--- src/rtl/da_lms_pkg.sv ---
// Shared types, width helpers and arithmetic helpers
// for the bit-serial DA-LMS adaptive filter.
`timescale 1ns/1ps
package da_lms_pkg;

   typedef enum logic [1:0] {IDLE, LOAD, ACC, UPDATE} state_t;

   localparam int TAPS_DEF = 4;
   localparam int XW_DEF   = 8;
   localparam int WW_DEF   = 8;
   localparam int DW_DEF   = 10;

   function automatic int lut_w(input int taps, input int xw);
      return xw + $clog2(taps);
   endfunction

   function automatic int acc_w(input int taps, input int xw,
                                input int ww);
      return xw + ww + $clog2(taps) + 1;
   endfunction

   function automatic int upd_w(input int xw, input int dw);
      return xw + dw;
   endfunction

   localparam int LUTW = lut_w(TAPS_DEF, XW_DEF);
   localparam int ACCW = acc_w(TAPS_DEF, XW_DEF, WW_DEF);
   localparam int UPDW = upd_w(XW_DEF, DW_DEF);

   // clamp a wide signed value into a w-bit signed range
   function automatic logic signed [63:0] sat(
      input logic signed [63:0] v, input int w);
      logic signed [63:0] hi, lo;
      hi = (64'sd1 <<< (w - 1)) - 64'sd1;
      lo = -(64'sd1 <<< (w - 1));
      if (v > hi) return hi;
      if (v < lo) return lo;
      return v;
   endfunction

   // position of the most significant set bit (0 when v==0)
   function automatic int lead_one(input logic [63:0] v);
      int q;
      q = 0;
      for (int i = 0; i < 64; i++)
         if (v[i]) q = i;
      return q;
   endfunction

endpackage

--- src/rtl/da_partial_lut.sv ---
// Partial-sum table: entry a holds the sum of the taps
// selected by the set bits of a, built one entry per cycle.
`timescale 1ns/1ps
module da_partial_lut
   import da_lms_pkg::*;
#(
   parameter int TAPS = TAPS_DEF,
   parameter int XW   = XW_DEF,
   parameter int LW   = LUTW
) (
   input  logic                 clk,
   input  logic                 rst,
   input  logic                 load,
   input  logic [TAPS-1:0]      idx,
   input  logic [TAPS*XW-1:0]   taps,
   input  logic [TAPS-1:0]      addr,
   output logic signed [LW-1:0] data
);

   localparam int N = 2 ** TAPS;

   logic signed [LW-1:0] lut [N];
   logic signed [XW-1:0] t;
   logic [TAPS-1:0]      base;

   function automatic int ctz(input logic [TAPS-1:0] a);
      int c;
      c = 0;
      for (int i = TAPS - 1; i >= 0; i--)
         if (a[i]) c = i;
      return c;
   endfunction

   // entry a reuses a with its lowest set bit removed
   always_comb begin
      base = idx & (idx - TAPS'(1));
      t    = taps[ctz(idx)*XW +: XW];
   end

   // incremental table build, entry 0 stays zero
   always_ff @(posedge clk or negedge rst) begin
      if (!rst) begin
         for (int i = 0; i < N; i++) lut[i] <= '0;
      end else if (load) begin
         lut[idx] <= lut[base] + LW'(t);
      end
   end

   assign data = lut[addr];

endmodule

--- src/rtl/da_lms_serial_filter.sv ---
// Bit-serial distributed-arithmetic LMS FIR filter with
// power-of-two sign-error weight adaptation.
`timescale 1ns/1ps
module da_lms_serial_filter
   import da_lms_pkg::*;
#(
   parameter int TAPS     = TAPS_DEF,
   parameter int XW       = XW_DEF,
   parameter int WW       = WW_DEF,
   parameter int DW       = DW_DEF,
   parameter int MU_SHIFT = 2,
   parameter int X_SHIFT  = XW - 1
) (
   input  logic                 clk,
   input  logic                 rst,
   input  logic                 in_valid,
   output logic                 in_ready,
   input  logic [XW-1:0]        x_in,
   input  logic [DW-1:0]        d_in,
   input  logic                 adapt_en,
   input  logic                 wt_clear,
   output logic                 out_valid,
   output logic [DW-1:0]        y_out,
   output logic [DW-1:0]        err_out,
   output logic [TAPS*WW-1:0]   weights_out
);

   localparam int LW = lut_w(TAPS, XW);
   localparam int AW = acc_w(TAPS, XW, WW);
   localparam int UW = upd_w(XW, DW);
   localparam int BW = $clog2(WW);
   localparam logic [TAPS-1:0] LAST = '1;

   state_t               state;
   logic signed [XW-1:0] tap [TAPS];
   logic signed [WW-1:0] w   [TAPS];
   logic signed [WW-1:0] w_n [TAPS];
   logic signed [DW-1:0] d_q;
   logic                 ae_q;
   logic [TAPS-1:0]      lidx;
   logic [BW-1:0]        bidx;
   logic signed [AW-1:0] acc;
   logic signed [AW-1:0] term;
   logic [TAPS*XW-1:0]   tap_flat;
   logic [TAPS-1:0]      addr;
   logic signed [LW-1:0] lut_q;
   logic signed [DW-1:0] y_n, e_n, es;
   logic signed [63:0]   mag;
   logic signed [UW-1:0] dl;
   int                   q;

   assign in_ready = (state == IDLE);

   da_partial_lut #(.TAPS(TAPS), .XW(XW), .LW(LW)) u_lut (
      .clk  (clk),
      .rst  (rst),
      .load (state == LOAD),
      .idx  (lidx),
      .taps (tap_flat),
      .addr (addr),
      .data (lut_q)
   );

   // flatten taps, slice weight bit-plane, expose weights
   always_comb begin
      tap_flat    = '0;
      addr        = '0;
      weights_out = '0;
      for (int k = 0; k < TAPS; k++) begin
         tap_flat[k*XW +: XW]    = tap[k];
         addr[k]                 = w[k][bidx];
         weights_out[k*WW +: WW] = w[k];
      end
      term = AW'(lut_q);
      if (bidx == BW'(WW - 1)) term = -term;
   end

   // output, error and sign-error weight update terms
   always_comb begin
      y_n = DW'(sat(64'(acc >>> (WW - 1)), DW));
      e_n = DW'(sat(64'(d_q) - 64'(y_n), DW));
      es  = e_n >>> MU_SHIFT;
      mag = es[DW-1] ? -64'(es) : 64'(es);
      q   = lead_one(mag);
      dl  = '0;
      for (int k = 0; k < TAPS; k++) begin
         dl = (UW'(tap[k]) <<< q) >>> X_SHIFT;
         if (es[DW-1]) dl = -dl;
         w_n[k] = WW'(sat(64'(w[k]) + 64'(dl), WW));
         if (!ae_q || es == '0) w_n[k] = w[k];
      end
   end

   // sequencer: accept, build table, serial MAC, update
   always_ff @(posedge clk or negedge rst) begin
      if (!rst) begin
         state     <= IDLE;
         lidx      <= '0;
         bidx      <= '0;
         acc       <= '0;
         d_q       <= '0;
         ae_q      <= 1'b0;
         y_out     <= '0;
         err_out   <= '0;
         out_valid <= 1'b0;
         for (int k = 0; k < TAPS; k++) begin
            tap[k] <= '0;
            w[k]   <= '0;
         end
      end else begin
         out_valid <= 1'b0;
         unique case (state)
            IDLE: begin
               if (in_valid) begin
                  tap[0] <= x_in;
                  for (int k = 1; k < TAPS; k++)
                     tap[k] <= tap[k-1];
                  d_q   <= d_in;
                  ae_q  <= adapt_en;
                  lidx  <= TAPS'(1);
                  state <= LOAD;
               end else if (wt_clear) begin
                  for (int k = 0; k < TAPS; k++) w[k] <= '0;
               end
            end
            LOAD: begin
               if (lidx == LAST) begin
                  acc   <= '0;
                  bidx  <= BW'(WW - 1);
                  state <= ACC;
               end else begin
                  lidx <= lidx + TAPS'(1);
               end
            end
            ACC: begin
               acc <= (acc <<< 1) + term;
               if (bidx == '0) state <= UPDATE;
               else            bidx  <= bidx - BW'(1);
            end
            UPDATE: begin
               y_out     <= y_n;
               err_out   <= e_n;
               out_valid <= 1'b1;
               for (int k = 0; k < TAPS; k++) w[k] <= w_n[k];
               state <= IDLE;
            end
            default: state <= IDLE;
         endcase
      end
   end

endmodule

--- config.mk ---
export PLATFORM = sky130hd
export DESIGN_NAME = da_lms_serial_filter
export DESIGN_NICKNAME = d
export VERILOG_FILES = /design/src/rtl/da_lms_pkg.sv /design/src/rtl/da_partial_lut.sv /design/src/rtl/da_lms_serial_filter.sv
export SDC_FILE = /design/constraint.sdc
export NUM_CORES = 1
export LEC_CHECK = 0
export BUFFER_PORTS_ARGS = -buffer_cell sky130_fd_sc_hd__buf_2
export CAP_MARGIN = 20
export CORE_AREA = 2 2 166 233
export CTS_CLUSTER_DIAMETER = 120
export CTS_CLUSTER_SIZE = 28
export DETAILED_ROUTE_END_ITERATION = 12
export DIE_AREA = 0 0 168 235
export PLACE_DENSITY = 0.85
export SLEW_MARGIN = 20
export SYNTH_ARGS = -nofsm -noshare
export SYNTH_HDL_FRONTEND = slang
export SYNTH_HIERARCHICAL = 1
export SYNTH_SLANG_ARGS = --single-unit
export TNS_END_PERCENT = 1
--- constraint.sdc ---
create_clock -name clk -period 9.68 [get_ports clk]
set_input_delay 1.936 -clock clk [delete_from_list [all_inputs] [get_ports clk]]
set_output_delay 1.936 -clock clk [all_outputs]
set_load 0.03 [all_outputs]
==> impl_metrics.csv <==
group,metric,value,unit
synth,netlist_top_cells_area,"dfrtp_1 33%, mux4_2 7.8%, ha_1 7.0%, nand2_1 6.3%, o21ai_0 5.0%",
sta,fmax,109.5,MHz
synth,synth-edff-count,0,
synth,ys_ff_latch,284,
synth,synthSimpleGateAreaFrac,0.1553,
detailed_routing,drt_first_iter_violations,1540,
synth,synth_area_leader_cell,"dfrtp_1",
die,num_rows,84,
synth,syn_area,21350,um^2
cts,clkSinkCount,284,
sta,min_period,9.136,ns
synth,yosys_warnings,6,
cells_and_area,seqCellArea,7111,um^2
synth,synth_compound_area_frac,0.2054,
synth,synthAdderAreaFrac,0.07852,
global_routing,grt_max_degree,173,
global_routing,grt_pass1_wl,94730,um
synth,synth_top_family_by_area,"compound AO/OA/AOI/OAI gates",
place,routabilityCongestion,0.9720,
critical_path,startpoint_type,"flip-flop",
cells_and_area,filler_cell_count,3038,
sta,skew,0.03281,ns
die,dieArea,39480,um^2
global_routing,overflow,0,
global_routing,grt_util_met3,0.03268,
die,core,37310,um^2
cells_and_area,multiInputGateArea,13520,um^2
critical_path,arrival,9.55,ns
global_routing,track_usage,0.2947,
cts,root_buffer,"clkbuf_16",
cells_and_area,final_cells,2811,
critical_path,crit_slowest_cell,"dfrtp_2",
die,die_x,168,um
cells_and_area,final_cell_mix,"357 x nand2_1, 281 x dfrtp_1, 200 x o21ai_0",
cells_and_area,post-route-util,0.6091,
critical_path,crit_buf_inv,4,
critical_path,slowest_delay,0.50,ns
critical_path,critPathMostFrequentCell,"nand2_1",
synth,async_reset_ff_frac,1.000,
synth,muxShareOfSynthArea,0.1367,
cts,clk_pin_slew,0.11,ns
sta,setup_viol_count_final,0,
cts,clk_path_buf_depth,3,
global_routing,grt_util_met2,0.5214,
global_routing,antenna_found_initial,1,
detailed_routing,vias,18704,
place,io_buffers,76,
global_routing,grt_use_met1,0.3401,
cells_and_area,layout-area-overhead-vs-synth,6.440,%
synth,synthCells,2324,
synth,ys_seq_area_frac,0.3328,
sta,rsz0062_at_grt,"true",
sta,hold_viol,0,
cells_and_area,layout_commonest_cell,"nand2_1",
detailed_routing,drt_wl_total,59140,um
die,fp.dieH,235,um
critical_path,worstPathRequired,10.10,ns
synth,yosysTopAreaCellShare,0.3328,
run_status,status,"finished clean",
cts,cts_tree,"built",
sta,tightest_slew,1.115,ns
cells_and_area,layout-drive-gt1-share,0.1639,
synth,yosys.area_share.xor_xnor,0.04870,
detailed_routing,drc_errors,0,
sta,maxSlewViolCount,0,
synth,synth_nets,2473,
global_routing,grt-busiest-layer,"met2",
critical_path,crit_type,"flip-flop to flip-flop",
cts,ctsHoldBuffers,0,
cts,cts_buffers,14,
critical_path,critPathTopFamily,"compound AO/OA/AOI/OAI gates",
cells_and_area,fin_nets,2485,
die,start_util,0.5723,
detailed_routing,drt-pass1-iter-count,8,
global_routing,grt_pass1_vias,18606,
detailed_routing,drtAntennaViolNets,0,
die,pin_count,77,
synth,syn_avg_cell_area,9.187,um^2
detailed_routing,routedWlPerCell,21.04,um
synth,synth_flop_cell,"dfrtp_1",
cts,cts.htree.levels,1,
sta,slew-limit-headroom,0.2568,
critical_path,endpoint_kind,"flip-flop",
cts,clock_latency,0.54,ns
place,place_hpwl,42020,um
job,max_cap_viol_count,0,
worst_hold_path,min_path_type,"flip-flop to flip-flop",
critical_path,cp_max_fo,11,
synth,yosys.cell_types.count,111,
sta,fin_crit_sh,0.9438,
place,dp_cells,2787,
detailed_routing,avgViaCountPerCell,6.654,
## path summary, 6_finish.rpt
check	from	slack, ns	to	cells after the start
worst max-delay path	acc[16]	0.54	weights_out[27]	41
worst min-delay path	u_lut/lut[0]	0.49	u_lut/lut[0]	2
worst max register to register	acc[16]	0.54	weights_out[27]	41
worst min register to register	u_lut/lut[0]	0.49	u_lut/lut[0]	2
max in group asynchronous	rst	6.65	y_out[7]	2
min in group asynchronous	rst	1.49	err_out[5]	1
## cells in the mapped netlist, types with 7 or more instances
cell type  count
nand2_1      359
dfrtp_1      284
o21ai_0      212
nor2_1       134
ha_1         120
a21oi_1      112
inv_1         93
clkbuf_1      76
mux4_2        74
xnor2_1       70
mux2_2        65
nand3_1       65
mux2i_1       49
xor2_1        45
o21ai_1       33
nor3_1        32
buf_2         26
a221o_1       25
a21o_1        23
o21a_1        23
a31oi_1       22
nand4_1       22
a211o_1       20
nor2b_1       17
o21bai_1      16
and2_1        15
nand2b_1      15
o31ai_1       15
o211ai_1      14
nor4_1        13
a211oi_1      11
and3_1        10
buf_1         10
o221ai_1      10
or2_2         10
a22o_1         9
a2111oi_0      7
o21ai_2        7
## worst reg2reg max path, delay by kind of cell, from the launching register on
kind / cells / cell delay [ns]
buf+inv: 4 / 0.66
fa+ha+maj: 5 / 1.66
compound gates: 18 / 3.79
mux: 2 / 0.38
flops: 1 / 0.50
xor+xnor: 1 / 0.09
simple gates: 11 / 1.97
## logic make-up after synthesis
family / after synthesis
xor gates and xnor gates: 117
muxes: 190
buffers and inverters: 217
DFF: 284
AOI/OAI and AO/OA: 654
and+or+nand+nor: 731
adders and majority gates: 131
## timing repair
item | 4_1_cts | 5_1_grt
gates resized for setup | 3 | 48
setup endpoints to repair | 13 | 29
pin swaps | 0 | 8
buffers inserted | 0 | 5
## per-layer routing
metal / vias to the layer above / wire length [um]
met5: - / 0
met4: 0 / 3860
met3: 259 / 3639
met2: 840 / 29830
met1: 9095 / 21820
li1: 8510 / -
## area by class of cell
cell class | instances | area share
Clock inverter | 3 | 0.001927
Clock buffer | 14 | 0.01542
Inverter | 95 | 0.01569
Sequential cell | 284 | 0.3129
Timing Repair Buffer | 118 | 0.03320
Antenna cell | 1 | 0.0001101
Tap cell | 473 | 0.02604
Multi-Input combinational cell | 1823 | 0.5947
## state kept, by name, indices dropped and copies added (netlist names), 2 cells and up
name         flops
u_lut/lut      160
tap             32
weights_out     32
acc             19
d_q             10
err_out         10
y_out           10
lidx             4
bidx             3
state            2
## stage by stage
step           setup slack [ns]  cell area [um^2]  hold WS [ns]  setup TNS (ns)
6_report                 0.5445             22730        0.4894               0
3_3_place_gp             0.2467             22080        0.4537               0
5_1_grt                -0.09334             22730        0.5136         -0.8580
2_1_floorplan            0.3356             21350        0.4405               0
3_5_place_dp            -0.1630             22100        0.4634          -1.316
4_1_cts                0.006073             22500        0.4875               0
Power is not shown: default switching activity piles up to over one toggle a cycle in this logic, so the estimate is an artifact.
